File: src/rtl/alu_pkg.sv
// rtl/alu_pkg.sv - shared widths, types and ALU select codes for the issue stage and ALU32bit
package alu_pkg;
  localparam int XLEN    = 32;
  localparam int RADDR_W = 5;
  localparam int SEL_W   = 4;

  typedef logic [XLEN-1:0]    xword_t;
  typedef logic [RADDR_W-1:0] raddr_t;
  typedef logic [SEL_W-1:0]   alu_sel_t;

  localparam alu_sel_t ALU_ADD = 4'b0000;
  localparam alu_sel_t ALU_SUB = 4'b0001;
  localparam alu_sel_t ALU_AND = 4'b0010;
  localparam alu_sel_t ALU_OR  = 4'b0011;
  localparam alu_sel_t ALU_XOR = 4'b0100;
endpackage

File: src/rtl/alu_issue_stage_if.sv
// rtl/alu_issue_stage_if.sv - decode, bypass and ALU-side signal bundle for alu_issue_stage
interface alu_issue_if;
  import alu_pkg::*;

  logic     dec_valid;
  logic     dec_ready;
  raddr_t   dec_rs1_addr;
  raddr_t   dec_rs2_addr;
  xword_t   dec_rs1_data;
  xword_t   dec_rs2_data;
  xword_t   dec_imm;
  logic     dec_use_imm;
  alu_sel_t dec_alu_sel;
  raddr_t   dec_rd_addr;
  logic     dec_rd_we;

  raddr_t   exm_rd_addr;
  logic     exm_rd_we;
  logic     exm_is_load;
  xword_t   exm_result;
  raddr_t   wb_rd_addr;
  logic     wb_we;
  xword_t   wb_data;
  logic     flush;

  xword_t   OperandA;
  xword_t   OperandB;
  alu_sel_t ALUsel;
  logic     ex_valid;
  logic     ex_ready;
  raddr_t   ex_rd_addr;
  logic     ex_rd_we;

  modport slave (
    input  dec_valid, dec_rs1_addr, dec_rs2_addr, dec_rs1_data, dec_rs2_data,
           dec_imm, dec_use_imm, dec_alu_sel, dec_rd_addr, dec_rd_we,
           exm_rd_addr, exm_rd_we, exm_is_load, exm_result,
           wb_rd_addr, wb_we, wb_data, flush, ex_ready,
    output dec_ready, OperandA, OperandB, ALUsel, ex_valid, ex_rd_addr, ex_rd_we
  );

  modport master (
    output dec_valid, dec_rs1_addr, dec_rs2_addr, dec_rs1_data, dec_rs2_data,
           dec_imm, dec_use_imm, dec_alu_sel, dec_rd_addr, dec_rd_we,
           exm_rd_addr, exm_rd_we, exm_is_load, exm_result,
           wb_rd_addr, wb_we, wb_data, flush, ex_ready,
    input  dec_ready, OperandA, OperandB, ALUsel, ex_valid, ex_rd_addr, ex_rd_we
  );
endinterface

File: src/rtl/alu_fwd_mux.sv
// rtl/alu_fwd_mux.sv - single-source bypass select: EX/MEM over MEM/WB over register file
module alu_fwd_mux
  import alu_pkg::*;
(
  input  raddr_t rs_addr,
  input  xword_t rf_data,
  input  raddr_t exm_rd_addr,
  input  logic   exm_rd_we,
  input  logic   exm_is_load,
  input  xword_t exm_result,
  input  raddr_t wb_rd_addr,
  input  logic   wb_we,
  input  xword_t wb_data,
  output xword_t data
);
  logic rs_nz;
  logic hit_exm;
  logic hit_wb;

  // x0 never bypasses; a load in EX/MEM has no data yet and is handled by the stall
  assign rs_nz   = (rs_addr != '0);
  assign hit_exm = exm_rd_we && !exm_is_load && (exm_rd_addr == rs_addr) && rs_nz;
  assign hit_wb  = wb_we && (wb_rd_addr == rs_addr) && rs_nz;

  always_comb begin
    data = rf_data;
    if (hit_exm)     data = exm_result;
    else if (hit_wb) data = wb_data;
  end
endmodule

File: src/rtl/alu_issue_stage.sv
// rtl/alu_issue_stage.sv - ID/EX register feeding ALU32bit with bypass, load-use stall and flush
// Forwarding and load-use stall are built only when ALU_ISSUE_FWD_EN is defined.
module alu_issue_stage
  import alu_pkg::*;
(
  input logic        clk,
  input logic        rst,
  alu_issue_if.slave bus
);
  xword_t rs1_val;
  xword_t rs2_val;
  xword_t opb_next;
  logic   stall;
  logic   can_take;
  logic   accept;

`ifdef ALU_ISSUE_FWD_EN
  logic exm_load_live;

  alu_fwd_mux u_fwd_rs1 (
    .rs_addr     (bus.dec_rs1_addr),
    .rf_data     (bus.dec_rs1_data),
    .exm_rd_addr (bus.exm_rd_addr),
    .exm_rd_we   (bus.exm_rd_we),
    .exm_is_load (bus.exm_is_load),
    .exm_result  (bus.exm_result),
    .wb_rd_addr  (bus.wb_rd_addr),
    .wb_we       (bus.wb_we),
    .wb_data     (bus.wb_data),
    .data        (rs1_val)
  );

  alu_fwd_mux u_fwd_rs2 (
    .rs_addr     (bus.dec_rs2_addr),
    .rf_data     (bus.dec_rs2_data),
    .exm_rd_addr (bus.exm_rd_addr),
    .exm_rd_we   (bus.exm_rd_we),
    .exm_is_load (bus.exm_is_load),
    .exm_result  (bus.exm_result),
    .wb_rd_addr  (bus.wb_rd_addr),
    .wb_we       (bus.wb_we),
    .wb_data     (bus.wb_data),
    .data        (rs2_val)
  );

  // rs2 only matters when OperandB actually reads it
  assign exm_load_live = bus.exm_is_load && bus.exm_rd_we && (bus.exm_rd_addr != '0);
  assign stall = exm_load_live &&
                 ((bus.exm_rd_addr == bus.dec_rs1_addr) ||
                  (!bus.dec_use_imm && (bus.exm_rd_addr == bus.dec_rs2_addr)));
`else
  assign rs1_val = bus.dec_rs1_data;
  assign rs2_val = bus.dec_rs2_data;
  assign stall   = 1'b0;
`endif

  assign opb_next      = bus.dec_use_imm ? bus.dec_imm : rs2_val;
  assign can_take      = !bus.ex_valid || bus.ex_ready;
  assign bus.dec_ready = !stall && can_take && !bus.flush;
  assign accept        = bus.dec_valid && bus.dec_ready;

  always_ff @(posedge clk) begin
    if (rst) begin
      bus.ex_valid   <= 1'b0;
      bus.OperandA   <= '0;
      bus.OperandB   <= '0;
      bus.ALUsel     <= '0;
      bus.ex_rd_addr <= '0;
      bus.ex_rd_we   <= 1'b0;
    end else if (bus.flush) begin
      bus.ex_valid <= 1'b0;
      bus.ex_rd_we <= 1'b0;
    end else if (accept) begin
      bus.ex_valid   <= 1'b1;
      bus.OperandA   <= rs1_val;
      bus.OperandB   <= opb_next;
      bus.ALUsel     <= bus.dec_alu_sel;
      bus.ex_rd_addr <= bus.dec_rd_addr;
      bus.ex_rd_we   <= bus.dec_rd_we;
    end else if (bus.ex_valid && bus.ex_ready) begin
      bus.ex_valid <= 1'b0;
    end
  end
endmodule

File: src/flat_wrapper.sv
// flat-port wrapper written by rule: the top's interface ports become plain ports
module alu_issue_stage_flat import alu_pkg::*;
  (clk, rst, bus_dec_valid, bus_dec_rs1_addr, bus_dec_rs2_addr, bus_dec_rs1_data, bus_dec_rs2_data, bus_dec_imm, bus_dec_use_imm, bus_dec_alu_sel, bus_dec_rd_addr, bus_dec_rd_we, bus_exm_rd_addr, bus_exm_rd_we, bus_exm_is_load, bus_exm_result, bus_wb_rd_addr, bus_wb_we, bus_wb_data, bus_flush, bus_ex_ready, bus_dec_ready, bus_OperandA, bus_OperandB, bus_ALUsel, bus_ex_valid, bus_ex_rd_addr, bus_ex_rd_we);
  alu_issue_if bus_i ();
  input logic clk;
  input logic rst;
  input wire logic [$bits(bus_i.dec_valid)-1:0] bus_dec_valid;
  input wire logic [$bits(bus_i.dec_rs1_addr)-1:0] bus_dec_rs1_addr;
  input wire logic [$bits(bus_i.dec_rs2_addr)-1:0] bus_dec_rs2_addr;
  input wire logic [$bits(bus_i.dec_rs1_data)-1:0] bus_dec_rs1_data;
  input wire logic [$bits(bus_i.dec_rs2_data)-1:0] bus_dec_rs2_data;
  input wire logic [$bits(bus_i.dec_imm)-1:0] bus_dec_imm;
  input wire logic [$bits(bus_i.dec_use_imm)-1:0] bus_dec_use_imm;
  input wire logic [$bits(bus_i.dec_alu_sel)-1:0] bus_dec_alu_sel;
  input wire logic [$bits(bus_i.dec_rd_addr)-1:0] bus_dec_rd_addr;
  input wire logic [$bits(bus_i.dec_rd_we)-1:0] bus_dec_rd_we;
  input wire logic [$bits(bus_i.exm_rd_addr)-1:0] bus_exm_rd_addr;
  input wire logic [$bits(bus_i.exm_rd_we)-1:0] bus_exm_rd_we;
  input wire logic [$bits(bus_i.exm_is_load)-1:0] bus_exm_is_load;
  input wire logic [$bits(bus_i.exm_result)-1:0] bus_exm_result;
  input wire logic [$bits(bus_i.wb_rd_addr)-1:0] bus_wb_rd_addr;
  input wire logic [$bits(bus_i.wb_we)-1:0] bus_wb_we;
  input wire logic [$bits(bus_i.wb_data)-1:0] bus_wb_data;
  input wire logic [$bits(bus_i.flush)-1:0] bus_flush;
  input wire logic [$bits(bus_i.ex_ready)-1:0] bus_ex_ready;
  output wire logic [$bits(bus_i.dec_ready)-1:0] bus_dec_ready;
  output wire logic [$bits(bus_i.OperandA)-1:0] bus_OperandA;
  output wire logic [$bits(bus_i.OperandB)-1:0] bus_OperandB;
  output wire logic [$bits(bus_i.ALUsel)-1:0] bus_ALUsel;
  output wire logic [$bits(bus_i.ex_valid)-1:0] bus_ex_valid;
  output wire logic [$bits(bus_i.ex_rd_addr)-1:0] bus_ex_rd_addr;
  output wire logic [$bits(bus_i.ex_rd_we)-1:0] bus_ex_rd_we;
  assign bus_i.dec_valid = bus_dec_valid;
  assign bus_i.dec_rs1_addr = bus_dec_rs1_addr;
  assign bus_i.dec_rs2_addr = bus_dec_rs2_addr;
  assign bus_i.dec_rs1_data = bus_dec_rs1_data;
  assign bus_i.dec_rs2_data = bus_dec_rs2_data;
  assign bus_i.dec_imm = bus_dec_imm;
  assign bus_i.dec_use_imm = bus_dec_use_imm;
  assign bus_i.dec_alu_sel = bus_dec_alu_sel;
  assign bus_i.dec_rd_addr = bus_dec_rd_addr;
  assign bus_i.dec_rd_we = bus_dec_rd_we;
  assign bus_i.exm_rd_addr = bus_exm_rd_addr;
  assign bus_i.exm_rd_we = bus_exm_rd_we;
  assign bus_i.exm_is_load = bus_exm_is_load;
  assign bus_i.exm_result = bus_exm_result;
  assign bus_i.wb_rd_addr = bus_wb_rd_addr;
  assign bus_i.wb_we = bus_wb_we;
  assign bus_i.wb_data = bus_wb_data;
  assign bus_i.flush = bus_flush;
  assign bus_i.ex_ready = bus_ex_ready;
  assign bus_dec_ready = bus_i.dec_ready;
  assign bus_OperandA = bus_i.OperandA;
  assign bus_OperandB = bus_i.OperandB;
  assign bus_ALUsel = bus_i.ALUsel;
  assign bus_ex_valid = bus_i.ex_valid;
  assign bus_ex_rd_addr = bus_i.ex_rd_addr;
  assign bus_ex_rd_we = bus_i.ex_rd_we;
  alu_issue_stage u_core (.clk(clk), .rst(rst), .bus(bus_i));
endmodule
File: config.mk
export PLATFORM = sky130hd
export DESIGN_NAME = alu_issue_stage_flat
export DESIGN_NICKNAME = d
export VERILOG_FILES = /design/src/rtl/alu_pkg.sv /design/src/rtl/alu_issue_stage_if.sv /design/src/rtl/alu_fwd_mux.sv /design/src/rtl/alu_issue_stage.sv /design/src/flat_wrapper.sv
export SDC_FILE = /design/constraint.sdc
export NUM_CORES = 1
export LEC_CHECK = 0
export CAP_MARGIN = 25
export CORE_ASPECT_RATIO = 2
export CORE_MARGIN = 2
export CORE_UTILIZATION = 30
export DETAILED_ROUTE_END_ITERATION = 10
export PLACE_DENSITY = 0.85
export SYNTH_ARGS = -nofsm -noshare
export SYNTH_HDL_FRONTEND = slang
export SYNTH_SLANG_ARGS = --single-unit
File: constraint.sdc
create_clock -name clk -period 1.5 [get_ports clk]
set_clock_uncertainty 0.1 [all_clocks]
set_input_delay 0.375 -clock clk [delete_from_list [all_inputs] [get_ports clk]]
set_output_delay 0.375 -clock clk [all_outputs]
set_load 0.02 [all_outputs]
After elaboration in Yosys (flattened, before gate mapping) --
Cells that the tools add are included.
Storage, ports and cells: flip-flop bits (word level) 75, input bits 199, output and inout bits 76, logic and storage cells 19
Cells by class: mux-type cells 3, bitwise operators 1, reductions and logical operators 9
Operators by type and width (number):
- $mux 32 | 1
- $logic_and 1x1->1 | 3
- $logic_not 1->1 | 2
- $mux 1 | 2
- $reduce_and 2->1 | 1
- $reduce_bool 2->1 | 1
- $reduce_or 2->1 | 1
- $logic_or 1x1->1 | 1
- $not 1->1 | 1

Longest topological paths before layout --
Gate-level depths: netlist of run 1.
word-level depth 5, depth in mapped cells 5, mapped depth without buffers 3

Worst setup path after synthesis of run 1 --
Ideal clock, no wire load.
path kind register -> output, start point reg u_core.bus.ex_valid, end point out bus_dec_ready, arrival time 1.095 ns, data required time 1.025 ns, setup slack -0.070 ns, stages on the path, launching flop included 5, path buffers 2, cell sequence dfxtp_1 nor2b_1 buf_2 buf_2 nor2_1
Between the ends: cells in the longest elaborated chain, start to end 3
Ends and longest elaborated chain:
- start, declared | RTL line alu_issue_stage_if.sv:39 | output dec_ready, OperandA, OperandB, ALUsel, ex_valid, ex_rd_addr, ex_rd_we
- start signal, assigned | RTL line alu_issue_stage.sv:64 | bus.ex_valid <= 1'b0;
- start signal, assigned | RTL line alu_issue_stage.sv:71 | bus.ex_valid <= 1'b0;
- start signal, assigned | RTL line alu_issue_stage.sv:74 | bus.ex_valid <= 1'b1;
- $logic_not 1->1 | RTL line alu_issue_stage.sv:58 | assign can_take = !bus.ex_valid || bus.ex_ready;
- $logic_or 1x1->1 | RTL line alu_issue_stage.sv:58
- $logic_and 1x1->1 | RTL line alu_issue_stage.sv:59 | assign bus.dec_ready = !stall && can_take && !bus.flush;
- end, declared | RTL line flat_wrapper.sv:26 | output wire logic [$bits(bus_i.dec_ready)-1:0] bus_dec_ready;
No other way between the ends.

Final worst setup path of run 1 --
start point reg u_core.bus.OperandB[19], end point out bus_OperandB[19]
RTL lines:
- start, declared | RTL line alu_issue_stage_if.sv:39
- start signal, assigned | RTL line alu_issue_stage.sv:76 | bus.OperandB <= opb_next;
- end, declared | RTL line flat_wrapper.sv:28 | output wire logic [$bits(bus_i.OperandB)-1:0] bus_OperandB;
No word-level cell between the ends.

==> run metrics, run 1 <==
status complete, no violations; share of cells above drive strength 1 13.85%; Crit Path Class flip-flop to output port; synth warn 0; Total GRT Usage a little under a fifth; final net count 722; Die ar. between 10,000 and 15,000 um2; CP arrival 1.00 ns; Worst VDD drop between 0.5 and 0.6 mV; Chip Height approximately 150 um; HPWL after DPL about 7600 um; initial antenna violation count 0; cell with the most instances after synthesis dfxtp_1; Top Ports roughly 280; crit-path cells dlygate4sd2_1; post-synth cell types 20; Worst setup EP type output port; Antenna Nets Post-Route 0; area leader, netlist dfxtp_1; Core Rows 53; Initial Utilization 30.63%; hold crit path type flip-flop to flip-flop; Fin. Hold Viols 0; # clock sinks 75; Setup TNS 0 ns; Syn Std Cell Area 3209 um2; CP Launch Type flip-flop; Layout Area Growth over Synthesis 75.36%; GP Congestion around 0.78; top post-synthesis cells by area dfxtp_1 47%, a21oi_1 11%, mux2i_1 10%, a211oi_2 7.8%, nand3_1 6.5%; Worst-Margin Slew between 0.2 and 0.25 ns; Longest Clk Path Bufs 2; Synth Net Count between 500 and 600; Final setup viols 0; Max-slew headroom between 80% and 90%; vias per inst about 5.1; Filler cells about 1,000; fin crit period between 1 and 1.5 ns; htree depth 3; DR pass1 iterations 5; IO Port Bufs roughly 190; Die X approximately 77 um; routed vias 3,375; EDFF count, synth 0; hold_ws about 0.37 ns; CTS tree yes; max_cap viols 0; gr ovfl total 0; DRT iter0 DRCs 189; Post-Syn Instances about 350; synthesized area per cell approximately 9.3 um2; setup ws final 0.02320 ns; total CTS buffers 9; CTS root buffer clkbuf_16; Leak Pwr 2.225 nW; vias in the first global route ~3,500; pin count of the biggest net entering global routing between 40 and 50; fmax 0.6771 GHz; area share of the largest cell type after synthesis 46.78%; core area 10,480 um2; Inserted Diodes 0; Skew-Pair Late Insertion Delay about 0.31 ns; CTS clk-pin slew, worst paths 0.06 ns; Power Density ~940 nW/um2; post-synthesis sequential area ratio a little under half; first-pass GRT wire length roughly 17,000 um; Place WS -0.5661 ns; CP top delay family buffers and inverters; DRT Wirelength 10,650 um; Worst path max stage delay 0.36 ns; Main synth FF type dfxtp_1; FF+latch count, synth 75; Crit Path Max Fanout 2; WL per Instance 16.04 um; Synth async-reset ratio 0%; Tcrit/Tclk final between 90% and 100%; Pins Over Slew Limit 0; WP buf/inv 1; drt drc 0; Req. time, crit path 1.02 ns; Slowest-stage cell, CP dlygate4sd2_1; Synth top cells by count 75 x dfxtp_1, 73 x a21oi_1, 42 x nand3_1
kinds of logic after synthesis:
logic type / count (synthesis) / synth area share (%)
DFF: 75 / 46.78
buffers and inverters: 40 / 6.394
and+or+nand+nor: 50 / 8.071
AOI/OAI and AO/OA: 148 / 28.77
muxes: 32 / 9.981
final cells by class:
| cell class | instances | area, um2 | share of cell area, % |
|---|---|---|---|
| clock buffers | 10 | 229.0 | 4.068 |
| clock inverters | 5 | 55.05 | 0.9782 |
| multi-input cells | 230 | 1535 | 27.28 |
| flip-flops and latches | 75 | 1503 | 26.70 |
| well taps | 137 | 171.4 | 3.046 |
| repair buffers | 207 | 2135 | 37.93 |
state kept, by name, summed over array words and instances, names as in the netlist:
signal / cells
u_core.bus.ex_rd_addr: 5
u_core.bus.ALUsel: 4
u_core.bus.OperandA: 32
u_core.bus.OperandB: 32
u_core.bus.ex_valid: 1
u_core.bus.ex_rd_we: 1
report_power, final:
part	internal, mW	switching [mW]
clock	1.27	0.770
combinational	0.582	0.512
sequential	2.11	0.0579
cell usage in the layout, fill, tap and decap left out, types with 3 or more instances in the layout:
master | Yosys | routed
a211oi_2 | 20 | 20
buf_12 | 0 | 12
a21oi_1 | 73 | 73
nand3_1 | 42 | 42
dlygate4sd2_1 | 0 | 30
clkbuf_16 | 0 | 9
clkdlybuf4s50_1 | 0 | 106
buf_4 | 5 | 5
buf_2 | 20 | 3
dfxtp_1 | 75 | 74
o21ai_0 | 36 | 36
o21ai_1 | 6 | 6
clkdlybuf4s15_1 | 0 | 39
mux2i_1 | 32 | 32
clkbuf_2 | 0 | 8
a211oi_1 | 13 | 13
worst paths after layout:
path / cells past startpoint / slack (ns) / endpoint / startpoint
worst min-delay path: 2 / 0.37 / u_core.bus.OperandA[0] / u_core.bus.OperandA[0]
worst min register to register: 2 / 0.37 / u_core.bus.OperandA[0] / u_core.bus.OperandA[0]
worst max register to register: 6 / 0.10 / u_core.bus.OperandB[31] / u_core.bus.ex_valid
worst max-delay path: 1 / 0.02 / bus_OperandB[19] / u_core.bus.OperandB[19]
layer usage:
layer	vias up	track usage [%]	share of wire (%)
li1	1627	-	-
met1	1574	20.25	38
met2	151	33.83	54
met3	23	3.297	4.9
met4	0	8.304	2.7
met5	-	0	0
metrics by stage:
stage / util [%] / cells / power (mW) / cell area (um2)
finish: 53.71 / 664 / 5.301 / 5628
global route: 53.71 / 664 / 5.539 / 5628
CTS: 53.56 / 664 / 5.352 / 5612
detailed placement: 50.70 / 645 / 3.352 / 5313
global placement: 50.70 / 645 / 3.322 / 5313
floorplan: - / 345 / 2.703 / 3212
what timing repair did:
item / CTS / global route
pin swaps: 2 / 0
hold buffers: 0 / 0
cloned: 2 / 0
gates resized for setup: 100 / 50
setup endpoints to repair: 150 / 46
setup buffers: 2 / 0
Power figures use the tool's default switching activity.
==> inputs of run 2 (changes only) <==
CTS_BUF_LIST = sky130_fd_sc_hd__clkbuf_8   (was default)
==> run 2 against run 1 <==
Compared with the run above: maximum frequency fell by 1.2%; via count fell by 0.24%; critical path type unchanged; power fell by 12%; wire length fell by 3.5%; clock power fell by 28%; combinational power barely moved; setup slack got worse by 0.019 ns; first-iteration DRC count fell by 12%; global-route usage fell by 0.64 points.
==> run metrics, run 2 (same netlist as run 1, synthesis figures left out) <==
status complete, no violations; Setup TNS 0 ns; reg-to-reg critical path endpoint u_core.bus.OperandB[31]; flop2flop setup slack around 0.060 ns; Tcrit/Tclk final 99.69%; Crit Path Class flip-flop to output port; fmax approximately 0.67 GHz; vias in the first global route 3,384; Pins Over Slew Limit 0; hold crit path type flip-flop to flip-flop; met1 WL about 3800 um; crit-path cells nor2b_4 > nor2_2 > buf_6; worst hold endpoint u_core.bus.OperandA[0]; DRT Wirelength just over 10,000 um; pin count of the biggest net entering global routing 45; Power Density 879.3 nW/um2; Max-slew headroom a little over four fifths; met3 WL post-DR 561 um; Filler cells a little over 1,000; met2 wire length between 5000 and 6000 um; Longest Clk Path Bufs 2; Core Rows 53; Fin. Hold Viols 0; # clock sinks between 70 and 80; initial antenna violation count 0; RSZ-0062 raised after global routing true; routed vias between 3,000 and 4,000; Final setup viols 0; IO Port Bufs 187; Req. time, crit path between 1 and 1.5 ns; commonest cells after routing, fill and taps aside 106 x clkdlybuf4s50_1, 74 x dfxtp_1, 73 x a21oi_1, 42 x nand3_1, 40 x clkbuf_2; Chip Height approximately 150 um; total CTS buffers 9; Leak Pwr a little over 2 nW; Worst-Margin Slew between 0.2 and 0.25 ns; CP Launch Type flip-flop; Top Ports 275; Layout Area Growth over Synthesis 66.12%; Antenna Nets Post-Route 0; Worst setup EP type output port; final net count approximately 720; Worst VDD drop 0.4279 mV; fin crit period ~1.5 ns; hold path startpoint u_core.bus.OperandA[0]; share of cells above drive strength 1 22.75%; Worst Hold Depth 2; top layer used by detailed routing met4; Slowest-stage cell, CP dfxtp_2; worst-case reg-to-reg path depth 5; commonest non-fill, non-tap cell in the layout clkdlybuf4s50_1; Die ar. 11,590 um2; drt drc 0; HPWL after DPL 7619 um; Crit Path Max Fanout 2; max_cap viols 0; gr ovfl total 0; Inserted Diodes 0; CTS tree yes; first-pass GRT wire length 16,380 um; vias per inst 5.102; CP startpoint u_core.bus.ex_valid; CTS root buffer clkbuf_8; DR pass1 iterations 4; FF-to-FF Start u_core.bus.ex_valid; htree depth 3; setup bufs post-CTS 0; Worst path max stage delay 0.34 ns; CTS clk-pin slew, worst paths 0.07 ns; Initial Utilization a little under a third; GP Congestion around 0.78; WL per Instance ~16 um; Skew-Pair Late Insertion Delay 0.33 ns; Top Registers u_core.bus.OperandA (32), u_core.bus.OperandB (32), u_core.bus.ex_rd_addr (5); DRT iter0 DRCs approximately 170; Place WS -0.5661 ns; core area 10,480 um2; setup ws final 0.004584 ns; CP arrival roughly 1.0 ns; Die X ~77 um; Total GRT Usage about 18%
## run 2: cell types whose count changed in the layout (fill, tap and decap cells not counted), moves of 9 or more
cell,delta
clkbuf_8,+9
clkbuf_16,-9
clkbuf_2,+32
clkdlybuf4s15_2,+16
dlygate4sd2_1,-28
clkdlybuf4s15_1,-23
## run 2: worst max-delay path by stage
stage / slack, ns / end / depth (start not counted)
floorplan: 0.02 / bus_dec_ready / 4
global placement: -0.56 / bus_dec_ready / 4
CTS: -0.15 / bus_dec_ready / 4
global route: -0.05 / bus_dec_ready / 3
finish: 0.005 / bus_dec_ready / 3
detailed placement: -0.57 / bus_dec_ready / 4
## run 2: report_power, final
group          leakage [nW]  internal (mW)  switching, mW  total, mW
clock network        0.0923          0.747          0.712       1.46
registers             0.616           2.10         0.0589       2.16
logic                  1.35          0.558          0.508       1.07
## run 2: final cells by class
cell class                      count  area [um2]  area share, %
Timing Repair Buffer              203        1944          36.47
Multi-Input combinational cell    230        1530          28.70
Sequential cell                    75        1503          28.19
Tap cell                          137       171.4          3.215
Clock buffer                        9       123.9          2.323
Clock inverter                      6       58.81          1.103
## run 2: critical path: cells and delay by family, from the launching register on
family,cells,cell delay [ns]
and+or+nand+nor,2,0.23
DFF,1,0.34
buffers and inverters,1,0.12
## run 2: layer usage
| metal | track usage, % | vias to the layer above |
|---|---|---|
| met3 | 3.957 | 21 |
| met2 | 32.65 | 148 |
| met1 | 19.50 | 1585 |
| met5 | 0 | - |
| met4 | 6.964 | 0 |
| li1 | - | 1613 |
## run 2: timing repair
action / in CTS / in global routing
setup endpoints to repair: 150 / 102
hold buffers: 0 / 0
resized for setup: 165 / 66
## run 2: metrics by stage
stage                     util (%)  hold WS (ns)  power, mW  instances  instance area (um2)
after CTS                    52.53        0.3743      4.775        660                 5504
after detailed placement     50.70        0.3667      3.352        645                 5313
after global placement       50.70        0.3605      3.322        645                 5313
final                        50.88        0.3758      4.688        660                 5331
after floorplan                  -        0.3535      2.703        345                 3212
after global routing         50.88        0.3929      4.917        660                 5331
